===== src/rtl/spi_shift_ctrl_if.sv =====
// rtl/spi_shift_ctrl_if.sv - parallel handshake and serial pin bundle for spi_shift_ctrl
//
// Purpose: groups the word-level transmit/receive handshake and the SPI pins.
// Signals:
//   tx_data/tx_valid/tx_ready  word to send, request, accept qualifier
//   rx_data/rx_valid           received word, one-cycle update pulse
//   busy                       frame in progress
//   sclk/cs_n/mosi/miso        SPI mode-0 pins
// Modports: master = controller view, slave = requester/peripheral view.

interface spi_shift_ctrl_if #(
   parameter int WIDTH = 8
);
   logic [WIDTH-1:0] tx_data;
   logic             tx_valid;
   logic             tx_ready;
   logic [WIDTH-1:0] rx_data;
   logic             rx_valid;
   logic             busy;
   logic             sclk;
   logic             cs_n;
   logic             mosi;
   logic             miso;

   modport master (
      input  tx_data, tx_valid, miso,
      output tx_ready, rx_data, rx_valid, busy, sclk, cs_n, mosi
   );

   modport slave (
      output tx_data, tx_valid, miso,
      input  tx_ready, rx_data, rx_valid, busy, sclk, cs_n, mosi
   );
endinterface


===== src/rtl/spi_shift_ctrl.sv =====
// rtl/spi_shift_ctrl.sv - mode-0 SPI master sequencing an 8-bit shift datapath
//
// Purpose: accepts a parallel word, shifts it out MSB-first on mosi while
// shifting miso in at the LSB, then returns the received word with a pulse.
// Ports:
//   clk  system clock, rising edge
//   rst  synchronous, active-low reset
//   bus  spi_shift_ctrl_if.master (tx/rx handshake, busy, sclk, cs_n, mosi, miso)
// Parameters: WIDTH frame length in bits, DIV clk cycles per sclk half-period (>= 1).

module spi_shift_ctrl #(
   parameter int WIDTH = 8,
   parameter int DIV   = 4
) (
   input  logic              clk,
   input  logic              rst,
   spi_shift_ctrl_if.master  bus
);
   localparam int DW = (DIV > 1) ? $clog2(DIV) : 1;
   localparam int BW = (WIDTH > 1) ? $clog2(WIDTH) : 1;
   localparam logic [DW-1:0] DIV_LAST = DW'(DIV - 1);
   localparam logic [BW-1:0] BIT_LAST = BW'(WIDTH - 1);

   typedef enum logic [1:0] {IDLE, LOW, HIGH, TRAIL} state_t;

   state_t           state;
   state_t           state_nxt;
   logic [WIDTH-1:0] shreg;
   logic [WIDTH-1:0] rx_data_q;
   logic             rx_valid_q;
   logic             rx_bit;
   logic [BW-1:0]    bit_cnt;
   logic [DW-1:0]    div_cnt;

   logic tx_ready_c;
   logic busy_c;
   logic sclk_c;
   logic cs_n_c;
   logic accept;
   logic div_last;
   logic last_bit;

   assign accept   = bus.tx_valid & tx_ready_c;
   assign div_last = (div_cnt == DIV_LAST);
   assign last_bit = (bit_cnt == BIT_LAST);

   // State register
   always_ff @(posedge clk) begin
      if (!rst) begin
         state <= IDLE;
      end else begin
         state <= state_nxt;
      end
   end

   // Next-state logic
   always_comb begin
      state_nxt = state;
      case (state)
         IDLE:    if (accept)   state_nxt = LOW;
         LOW:     if (div_last) state_nxt = HIGH;
         HIGH:    if (div_last) state_nxt = last_bit ? TRAIL : LOW;
         TRAIL:   if (div_last) state_nxt = IDLE;
         default: state_nxt = IDLE;
      endcase
   end

   // Outputs decoded from state only: sclk/cs_n/ready change exactly on the
   // edges where the state changes, so no input reaches an output combinationally.
   always_comb begin
      tx_ready_c = 1'b0;
      busy_c     = 1'b1;
      sclk_c     = 1'b0;
      cs_n_c     = 1'b0;
      case (state)
         IDLE: begin
            tx_ready_c = 1'b1;
            busy_c     = 1'b0;
            cs_n_c     = 1'b1;
         end
         HIGH:    sclk_c = 1'b1;
         default: ;
      endcase
   end

   // Datapath: miso captured as sclk rises, shifted in as sclk falls so mosi
   // only moves on falling edges (mode 0).
   always_ff @(posedge clk) begin
      if (!rst) begin
         shreg      <= '0;
         rx_data_q  <= '0;
         rx_valid_q <= 1'b0;
         rx_bit     <= 1'b0;
         bit_cnt    <= '0;
         div_cnt    <= '0;
      end else begin
         rx_valid_q <= 1'b0;
         case (state)
            IDLE: begin
               if (accept) begin
                  shreg   <= bus.tx_data;
                  bit_cnt <= '0;
                  div_cnt <= '0;
               end
            end
            LOW: begin
               if (div_last) begin
                  div_cnt <= '0;
                  rx_bit  <= bus.miso;
               end else begin
                  div_cnt <= div_cnt + 1'b1;
               end
            end
            HIGH: begin
               if (div_last) begin
                  div_cnt <= '0;
                  shreg   <= {shreg[WIDTH-2:0], rx_bit};
                  if (!last_bit) begin
                     bit_cnt <= bit_cnt + 1'b1;
                  end
               end else begin
                  div_cnt <= div_cnt + 1'b1;
               end
            end
            TRAIL: begin
               if (div_last) begin
                  div_cnt    <= '0;
                  rx_data_q  <= shreg;
                  rx_valid_q <= 1'b1;
               end else begin
                  div_cnt <= div_cnt + 1'b1;
               end
            end
            default: ;
         endcase
      end
   end

   assign bus.tx_ready = tx_ready_c;
   assign bus.busy     = busy_c;
   assign bus.sclk     = sclk_c;
   assign bus.cs_n     = cs_n_c;
   assign bus.mosi     = shreg[WIDTH-1];
   assign bus.rx_data  = rx_data_q;
   assign bus.rx_valid = rx_valid_q;
endmodule


===== src/flat_wrapper.sv =====
// flat-port wrapper written by rule: the top's interface ports become plain ports
module spi_shift_ctrl_flat 
#(
   parameter int WIDTH = 8,
   parameter int DIV   = 4
)
  (clk, rst, bus_tx_data, bus_tx_valid, bus_miso, bus_tx_ready, bus_rx_data, bus_rx_valid, bus_busy, bus_sclk, bus_cs_n, bus_mosi);
  spi_shift_ctrl_if #(.WIDTH(WIDTH)) bus_i ();
  input  logic clk;
  input  logic rst;
  input wire logic [$bits(bus_i.tx_data)-1:0] bus_tx_data;
  input wire logic [$bits(bus_i.tx_valid)-1:0] bus_tx_valid;
  input wire logic [$bits(bus_i.miso)-1:0] bus_miso;
  output wire logic [$bits(bus_i.tx_ready)-1:0] bus_tx_ready;
  output wire logic [$bits(bus_i.rx_data)-1:0] bus_rx_data;
  output wire logic [$bits(bus_i.rx_valid)-1:0] bus_rx_valid;
  output wire logic [$bits(bus_i.busy)-1:0] bus_busy;
  output wire logic [$bits(bus_i.sclk)-1:0] bus_sclk;
  output wire logic [$bits(bus_i.cs_n)-1:0] bus_cs_n;
  output wire logic [$bits(bus_i.mosi)-1:0] bus_mosi;
  assign bus_i.tx_data = bus_tx_data;
  assign bus_i.tx_valid = bus_tx_valid;
  assign bus_i.miso = bus_miso;
  assign bus_tx_ready = bus_i.tx_ready;
  assign bus_rx_data = bus_i.rx_data;
  assign bus_rx_valid = bus_i.rx_valid;
  assign bus_busy = bus_i.busy;
  assign bus_sclk = bus_i.sclk;
  assign bus_cs_n = bus_i.cs_n;
  assign bus_mosi = bus_i.mosi;
  spi_shift_ctrl #(.WIDTH(WIDTH), .DIV(DIV)) u_core (.clk(clk), .rst(rst), .bus(bus_i));
endmodule

===== config.mk =====
export PLATFORM = sky130hd
export DESIGN_NAME = spi_shift_ctrl_flat
export DESIGN_NICKNAME = d
export VERILOG_FILES = /design/src/rtl/spi_shift_ctrl_if.sv /design/src/rtl/spi_shift_ctrl.sv /design/src/flat_wrapper.sv
export SDC_FILE = /design/constraint.sdc
export NUM_CORES = 1
export LEC_CHECK = 0
export CAP_MARGIN = 20
export CORE_MARGIN = 5
export CORE_UTILIZATION = 30
export CTS_BUF_LIST = sky130_fd_sc_hd__clkbuf_4 sky130_fd_sc_hd__clkbuf_8 sky130_fd_sc_hd__clkbuf_16
export DETAILED_ROUTE_END_ITERATION = 7
export DONT_BUFFER_PORTS = 1
export GPL_TIMING_DRIVEN = 0
export SLEW_MARGIN = 20
export SYNTH_ARGS = -nofsm -noshare
export SYNTH_HDL_FRONTEND = slang
export SYNTH_SLANG_ARGS = --single-unit

===== constraint.sdc =====
create_clock -name clk -period 3.26 [get_ports clk]
set_input_delay 0.652 -clock clk [delete_from_list [all_inputs] [get_ports clk]]
set_output_delay 0.652 -clock clk [all_outputs]
set_load 0.02 [all_outputs]

==> PnR_summary.wiki, run 1 <==
{| class="wikitable"
! Metric !! Value
|-
| Post-synth net total || 128
|-
| Layout cells sized above 1 || 19.66%
|-
| Mux contribution to synthesized area || 1.784%
|-
| Peak per-stage delay on the critical path || between 0.4 and 0.5 ns
|-
| Synth Area in Simple Gates || 18.06%
|-
| Clock buffer count from CTS || 3
|-
| Initial Util || a little under a third
|-
| Pre-Repair DR Iteration Count || 3
|-
| Worst Path Required || around 2.6 ns
|-
| Arrival time reported for the critical path endpoint || 1.26 ns
|-
| Largest net degree at the start of global routing || 15
|-
| FF+latch count, synth || 25
|-
| Total non-filler cell area in the finished layout || 1229 sq um
|-
| Floorplan die area || 5064 sq um
|-
| CP endpoint kind || output port
|-
| Maximum buffer depth of the clock tree || 2
|-
| Setup crit start kind || register
|-
| Height of the die || 71.17 microns
|-
| Post-synthesis cell area || between 1000 and 1500 sq um
|-
| Final clock period utilization by the worst path || 58.55%
|-
| Clock Skews || 0.006858 ns
|-
| Gates resized, CTS repair || 0
|-
| Global-route wire length before repair || 4133 microns
|-
| Number of inserted diodes || 0
|-
| Main combinational cell family by area after synthesis || compound AO/OA/AOI/OAI gates
|-
| Overall routed net length || 2399 microns
|-
| Final hold violations || 0
|-
| Floorplan row count || 22
|-
| Final estimated routing congestion in global placement || 0.7241
|-
| Detailed-placement wirelength estimate || roughly 1800 microns
|-
| Cell at the root of the clock tree || clkbuf_8
|-
| Number of H-tree branching levels || 1
|-
| Clock sink total || 25
|-
| Number of failing setup endpoints in the final timing report || 0
|-
| Post-DR wirelength/cell || 14.54 microns
|-
| Core region area || 3633 sq um
|-
| Max Transition Viols Final || 0
|-
| Hold buffers post-CTS || 0
|-
| Global-route congestion overflow total || 0
|-
| Post-Syn Instances || 113
|-
| Post-Synth XOR/XNOR Area || 0%
|-
| Leakage power summed over all cells || around 0.5 nW
|-
| Total of buffers placed on input and output ports || 0
|-
| Category of the critical setup timing path || reg -> out
|-
| Routed via count || 834
|-
| Pwr/cell area || 456.6 nW/um^2
|-
| Number of buffers inserted to repair setup after CTS || 0
|-
| Iter 0 DRT Violations || between 60 and 70
|-
| Average instance area after synthesis || a little under 10 sq um
|-
| Number of global-route vias before repair || 842
|-
| Distinct cells, synth || 32
|-
| Vias per inst || 5.055
|-
| Setup repair after global routing missed its margin || no
|-
| Peak supply drop || ~0.14 mV
|-
| Clock-pin slew reported for the worst setup and hold paths after clock tree synthesis || 0.09 ns
|-
| Slowest-stage cell, CP || nor2_2
|-
| Setup total negative slack || 0 ns
|-
| Max frequency || 523.9 MHz
|-
| Adder-cell share of the synthesized area || 3.344%
|-
| Yosys Warn Count || 0
|-
| Post-synthesis compound-gate area fraction || 27.09%
|-
| Number of antenna violations at the first check in global routing || 0
|-
| Slew at the pin closest to its max-slew limit || 0.4916 ns
|-
| Sequential-to-total area share from yosys stat || between 40% and 50%
|-
| Worst min path class || reg -> reg
|-
| Final cell count without fillers || 165
|-
| MaxCap Viol Count || 0
|-
| Crit path max fanout || 7
|-
| Clock latency on the worst-skew pair || between 0.2 and 0.3 ns
|-
| Floorplan die width || 71.17 microns
|-
| Number of placed instances with taps included || 161
|-
| Number of nets in the layout || ~130
|-
| Clock tree from TritonCTS || done
|-
| # IOs || 26
|-
| Clock period minus worst slack || 1.909 ns
|-
| Remaining DRCs || 0
|-
| Area post-placement || 1182 sq um
|-
| Layout-stage area growth over the synthesis result || 9.476%
|-
| Max-slew headroom at the worst pin || roughly 67%
|-
| Ordered list of cells on the worst path || nor2_2 -> buf_4
|-
| Number of nets with antenna violations after detailed routing || 0
|-
| Run status || completed
|-
| Total global routing track utilization || 10.23%
|}
[worst paths after layout]
check	end	cells past startpoint	startpoint	slack (ns)
hold / removal	u_core.bus.rx_data[0]	2	u_core.shreg[0]	0.48
hold reg to reg	u_core.bus.rx_data[0]	2	u_core.shreg[0]	0.48
setup reg to reg	u_core.shreg[1]	3	u_core.state[1]	1.73
setup / recovery	bus_tx_ready	2	u_core.state[1]	1.35
[stage by stage]
step                      util (%)  hold slack [ns]  total power [mW]  worst slack (ns)
after floorplan                  -           0.4440            0.3767             1.756
after global placement       32.54           0.4580            0.3860             1.673
after detailed placement     32.54           0.4696            0.3883             1.648
after CTS                    33.82           0.4809            0.5660             1.351
after global routing         33.82           0.5081            0.5831             1.281
final                        33.82           0.4762            0.5611             1.351
[cells in the mapped netlist]
cell | n | area share (%)
and2_1 | 1 | 0.56
nor2b_1 | 3 | 1.7
a21boi_1 | 8 | 5.4
nand2_1 | 18 | 6.0
a22oi_1 | 1 | 0.67
and3_1 | 1 | 0.56
o21ai_0 | 2 | 0.89
clkbuf_1 | 2 | 0.67
nand3b_1 | 2 | 1.3
a21oi_4 | 1 | 1.4
buf_4 | 5 | 3.3
ha_1 | 3 | 3.3
mux2i_1 | 2 | 1.8
nor3_1 | 1 | 0.45
nand2b_1 | 1 | 0.56
nor3b_1 | 1 | 0.67
a21boi_0 | 1 | 0.67
nor2_2 | 1 | 0.56
o211ai_1 | 1 | 0.67
nand3_1 | 1 | 0.45
a21oi_1 | 2 | 0.89
a32o_1 | 2 | 1.8
dfxtp_1 | 25 | 45
nor2_1 | 3 | 1.0
buf_2 | 1 | 0.45
o221a_2 | 8 | 8.0
nor3b_2 | 1 | 1.1
nand2_2 | 1 | 0.56
nand3b_4 | 1 | 1.8
inv_1 | 2 | 0.67
o21a_1 | 10 | 6.7
nor4b_1 | 1 | 0.78
[worst max-delay path: cells and delay by family, from the launching register on]
family	cells	cell delay, ns
AND/OR/NAND/NOR	1	0.41
flip-flops	1	0.35
buffers and inverters	1	0.23
[cell families after synthesis]
logic type,Yosys count
adder cells (fa/ha/maj),3
multiplexers,2
buffers and inverters,10
AO/OA/AOI/OAI,36
AND/OR/NAND/NOR,37
flip-flops,25
[layer usage]
| metal | up-vias | wire (microns) | part of all wire [%] | global-route usage [%] |
|---|---|---|---|---|
| li1 | 413 | - | - | - |
| met1 | 397 | 1056 | 44 | 12.66 |
| met5 | - | 0 | 0 | 0 |
| met2 | 20 | 1154 | 48 | 16.22 |
| met3 | 4 | 143 | 6.0 | 2.557 |
| met4 | 0 | 46 | 1.9 | 5.428 |
[placed cells by master (no fill, tap or decap), drive strengths merged]
cell     n
dfxtp   25
nand2   19
o21a    10
a21boi   9
o221a    8
buf      6
clkbuf   5
nor2     4
nor2b    3
ha       3
nand3b   3
a21oi    3
inv      2
a32o     2
mux2i    2
o21ai    2
nor3b    2
nand2b   1
nor4b    1
nor3     1
a22oi    1
o211ai   1
and3     1
nand3    1
and2     1
clkinv   1
[registers in the layout, indices dropped and copies added, names as in the netlist]
name and flops:
u_core.bus.rx_data 8, u_core.shreg 8, u_core.bit_cnt 3, u_core.div_cnt 2, u_core.state 2, u_core.bus.rx_valid 1
u_core.rx_bit 1
[power breakdown]
group	internal [mW]	switching [mW]	leakage [nW]
clock network	0.0853	0.0950	0.0255
registers	0.317	0.0109	0.204
logic	0.0242	0.0289	0.261
total	0.426	0.135	0.490
[area by class of cell]
cell class	instances	area (sq um)
clock inverters	1	5.005
well taps	48	60.06
plain buffers	8	50.05
multi-input cells	78	564.3
inverters	2	7.507
clock buffers	3	41.29
flip-flops and latches	25	500.5
fillers	380	2405
Note: power is estimated with default switching activity, not from simulation.
==> run 2, diff against run 1 <==
- ABC_AREA: unset -> 1
- clock period: 3.26 -> 1.7 ns (I/O delays scaled with it)
==> run 2 against run 1 <==
  * Non-clock buffer count shrank 2
  * Sequential share of layout area shrank 0.85 points
  * Flip-flop and latch count unchanged
  * Clock power grew 110%
  * Setup slack worse by 1.2 ns
  * Critical endpoint unchanged
  * Largest power group unchanged
==> PnR_summary.wiki, run 2 <==
{| class="wikitable"
! Metric !! Value
|-
| Reported net switching power || 0.3149 mW (was 0.1348 mW)
|-
| Worst Path Buf+Inv || 2 (was 1)
|-
| Most common cell after layout, fill and taps aside || nand2_1 (was dfxtp_1)
|-
| Number of H-tree branching levels || 1 (unchanged)
|-
| Initial Util || 31.07% (was 30.89%)
|-
| Floorplan die width || 71.81 microns (was 71.17 microns)
|-
| FF-to-FF path depth || 8 (was 3)
|-
| Stages on the worst setup path || 3 (was 2)
|-
| Layout cells sized above 1 || 10.30% (was 19.66%)
|-
| Post-synth net total || 176 (was 128)
|-
| Post-Syn Instances || 161 (was 113)
|-
| Number of buffers inserted to repair setup after CTS || 0 (unchanged)
|-
| # IOs || 26 (unchanged)
|-
| Crit path max fanout || 10 (was 7)
|-
| Sequential-to-total area share from yosys stat || 43.67% (was 44.59%)
|-
| Setup total negative slack || 0 ns (unchanged)
|-
| Overall routed net length || 2532 microns (was 2399 microns)
|-
| Floorplan row count || 22 (unchanged)
|-
| Most frequently used flop master after synthesis || dfxtp_1 (unchanged)
|-
| Floorplan die area || 5157 sq um (was 5064 sq um)
|-
| Worst-case register-to-register setup slack || 0.29 ns (was 1.73 ns)
|-
| Cell with the most instances after synthesis || nand2_1 (was dfxtp_1)
|-
| Number of antenna violations at the first check in global routing || 0 (unchanged)
|-
| Number of placed instances with taps included || 209 (was 161)
|-
| Final estimated routing congestion in global placement || 0.7172 (was 0.7241)
|-
| FF+latch count, synth || 25 (unchanged)
|-
| Global-route wire length before repair || 4284 microns (was 4133 microns)
|-
| Cell class contributing the biggest share of worst-path delay || buffers and inverters (was simple AND/OR/NAND/NOR gates)
|-
| Cell at the root of the clock tree || clkbuf_8 (unchanged)
|-
| Post-synth top area share || 43.67% (was 44.59%)
|-
| Fraction of power spent switching nets || 27.56% (was 24.02%)
|-
| Peak supply drop || 0.3746 mV (was 0.1377 mV)
|-
| Remaining DRCs || 0 (unchanged)
|-
| Iter 0 DRT Violations || 69 (was 67)
|-
| Distinct cells, synth || 20 (was 32)
|-
| Total global routing track utilization || 10.52% (was 10.23%)
|-
| Pre-Repair DR Iteration Count || 4 (was 3)
|-
| Height of the die || 71.81 microns (was 71.17 microns)
|-
| Pwr/cell area || 910.3 nW/um^2 (was 456.6 nW/um^2)
|-
| Clock tree from TritonCTS || done (unchanged)
|-
| Critical R2R Capture || u_core.shreg[4] (was u_core.shreg[1])
|-
| Run status || completed (unchanged)
|-
| Category of the critical setup timing path || reg -> out (unchanged)
|-
| Layout-stage area growth over the synthesis result || 9.498% (was 9.476%)
|-
| Global-route congestion overflow total || 0 (unchanged)
|-
| Post-DR wirelength/cell || 11.89 microns (was 14.54 microns)
|-
| Reg-to-Reg Start || u_core.state[1] (unchanged)
|-
| CP endpoint kind || output port (unchanged)
|-
| Gates resized, CTS repair || 0 (unchanged)
|-
| Peak per-stage delay on the critical path || 0.32 ns (was 0.41 ns)
|-
| Number of nets with antenna violations after detailed routing || 0 (unchanged)
|-
| Clock Skews || 0.003997 ns (was 0.006858 ns)
|-
| Largest net degree at the start of global routing || 16 (was 15)
|-
| Number of enable-type register cells in the synthesized netlist || 0 (unchanged)
|-
| Slowest-stage cell, CP || dfxtp_1 (was nor2_2)
|-
| Share of synthesized registers carrying an async set or reset || 0% (unchanged)
|-
| Worst Path Required || 1.36 ns (was 2.61 ns)
|-
| End point of the most critical hold path || u_core.div_cnt[0] (was u_core.bus.rx_data[0])
|-
| Yosys Warn Count || 0 (unchanged)
|-
| Hold buffers post-CTS || 0 (unchanged)
|-
| Most instantiated cells after synthesis || 39 x nand2_1, 28 x nor2_1, 25 x dfxtp_1 (was 25 x dfxtp_1, 18 x nand2_1, 10 x o21a_1)
|-
| Final cell count without fillers || 213 (was 165)
|-
| Total of buffers placed on input and output ports || 0 (unchanged)
|-
| Setup repair after global routing missed its margin || no (unchanged)
|-
| Number of global-route vias before repair || 878 (was 842)
|-
| Internal Dissipation || 0.8275 mW (was 0.4263 mW)
|-
| MaxCap Viol Count || 0 (unchanged)
|-
| Proportion of power drawn by the clock network || 32.6% (was 32.1%)
|-
| Combinational power share || 12.2% (was 9.5%)
|-
| Final clock period utilization by the worst path || 89.10%
|-
| Leakage power summed over all cells || 0.5955 nW (was 0.4903 nW)
|-
| Launch instance of the worst min-delay path || rst (was u_core.shreg[0])
|-
| Routed via count || 934 (was 834)
|-
| Portion of total power attributed to sequential cells || 55.1% (was 58.4%)
|-
| Number of inserted diodes || 0 (unchanged)
|-
| Clock buffer count from CTS || 3 (unchanged)
|-
| Maximum buffer depth of the clock tree || 2 (unchanged)
|-
| Clock period minus worst slack || 1.515 ns
|-
| Max-slew headroom at the worst pin || 69.15% (was 67.16%)
|-
| Fill cells || 415 (was 380)
|-
| Clock sink total || 25 (unchanged)
|-
| Core region area || 3689 sq um (was 3633 sq um)
|-
| Hold Path Depth || 2 (unchanged)
|-
| Arrival time reported for the critical path endpoint || 1.17 ns (was 1.26 ns)
|-
| Average instance area after synthesis || 7.119 sq um (was 9.932 sq um)
|-
| Number of nets in the layout || 181 (was 133)
|-
| Number of failing setup endpoints in the final timing report || 0 (unchanged)
|-
| Setup crit start kind || register (unchanged)
|-
| Clock latency on the worst-skew pair || 0.27 ns (was 0.26 ns)
|-
| Most frequent cells in the layout || 39 x nand2_1, 28 x nor2_1, 25 x dfxtp_1, 18 x inv_1, 14 x o21ai_1 (was 25 x dfxtp_1, 18 x nand2_1, 10 x o21a_1, 8 x o221a_2, 8 x a21boi_1)
|-
| Slew at the pin closest to its max-slew limit || 0.4627 ns (was 0.4916 ns)
|-
| Worst min path class || in -> reg (was reg -> reg)
|-
| Final hold violations || 0 (unchanged)
|-
| Detailed-placement wirelength estimate || 1849 microns (was 1805 microns)
|-
| Core occupancy in the finished layout || 34.02% (was 33.82%)
|-
| Cell type with the largest total area after synthesis || dfxtp_1 (unchanged)
|-
| Post-synthesis cell area || 1146 sq um (was 1122 sq um)
|-
| Vias per inst || 4.385 (was 5.055)
|-
| Max Transition Viols Final || 0 (unchanged)
|-
| Ordered list of cells on the worst path || buf_6 -> nor2_4 -> buf_4 (was nor2_2 -> buf_4)
|-
| Clock-pin slew reported for the worst setup and hold paths after clock tree synthesis || 0.09 ns (about the same)
|-
| Max frequency || 660.2 MHz
|-
| Top post-synthesis cells by area || dfxtp_1 44%, nand2_1 13%, nor2_1 9.2% (was dfxtp_1 45%, o221a_2 8.0%, o21a_1 6.7%)
|}
[run 2: stage by stage]
step	hold WS (ns)	worst slack, ns	area [sq um]	power, mW
2_1_floorplan	0.4283	0.4487	1146	0.7579
3_3_place_gp	0.4494	0.2848	1206	0.7832
3_5_place_dp	0.4603	0.2845	1206	0.7846
4_1_cts	0.1903	0.1685	1255	1.150
5_1_grt	0.2102	0.1291	1255	1.199
6_report	0.1959	0.1853	1255	1.142
[run 2: routing by layer]
layer	global-route usage (%)	wire [microns]
met1	14.25	1202
met2	15.41	1115
met3	4.488	198
met4	2.505	15
met5	0	0
[run 2: cell families after synthesis]
| logic type | synth area share [%] |
|---|---|
| buf+inv | 10.81 |
| flops | 43.67 |
| compound gates | 9.279 |
| fa+ha+maj | 3.275 |
| simple gates | 32.97 |
[run 2: worst max-delay path by stage]
stage	from	endpoint	slack, ns
floorplan	u_core.state[1]	u_core.shreg[5]	0.45
global placement	u_core.state[1]	u_core.shreg[4]	0.28
detailed placement	u_core.state[1]	u_core.shreg[4]	0.28
CTS	u_core.state[1]	bus_tx_ready	0.17
global route	u_core.state[1]	bus_busy	0.13
finish	u_core.state[1]	bus_tx_ready	0.19
[run 2: layout make-up]
cell class	instances	area [sq um]	area share, %
buffer	6	45.04	3.589
clock buffer	3	41.29	3.290
clock inverter	1	7.507	0.5982
inverter	21	78.83	6.281
multi-input combinational	109	521.8	41.58
sequential	25	500.5	39.88
tap	48	60.06	4.786
[run 2: worst reg2reg max path, cell delays in order, from the launching register on]
cell and delay (ns):
dfxtp_1 0.32, buf_6 0.14, nor2_4 0.25, nand2_2 0.15, nand3_4 0.15, buf_6 0.16, nand2_1 0.06, nand2_1 0.05
nor2_1 0.04
[run 2: power by group through the flow]
stage | registers [mW] | logic (mW) | clock network (mW)
floorplan | 0.641 | 0.117 | 0
global placement | 0.643 | 0.140 | 0
detailed placement | 0.644 | 0.141 | 0
CTS | 0.630 | 0.142 | 0.379
global route | 0.633 | 0.166 | 0.400
finish | 0.630 | 0.140 | 0.373
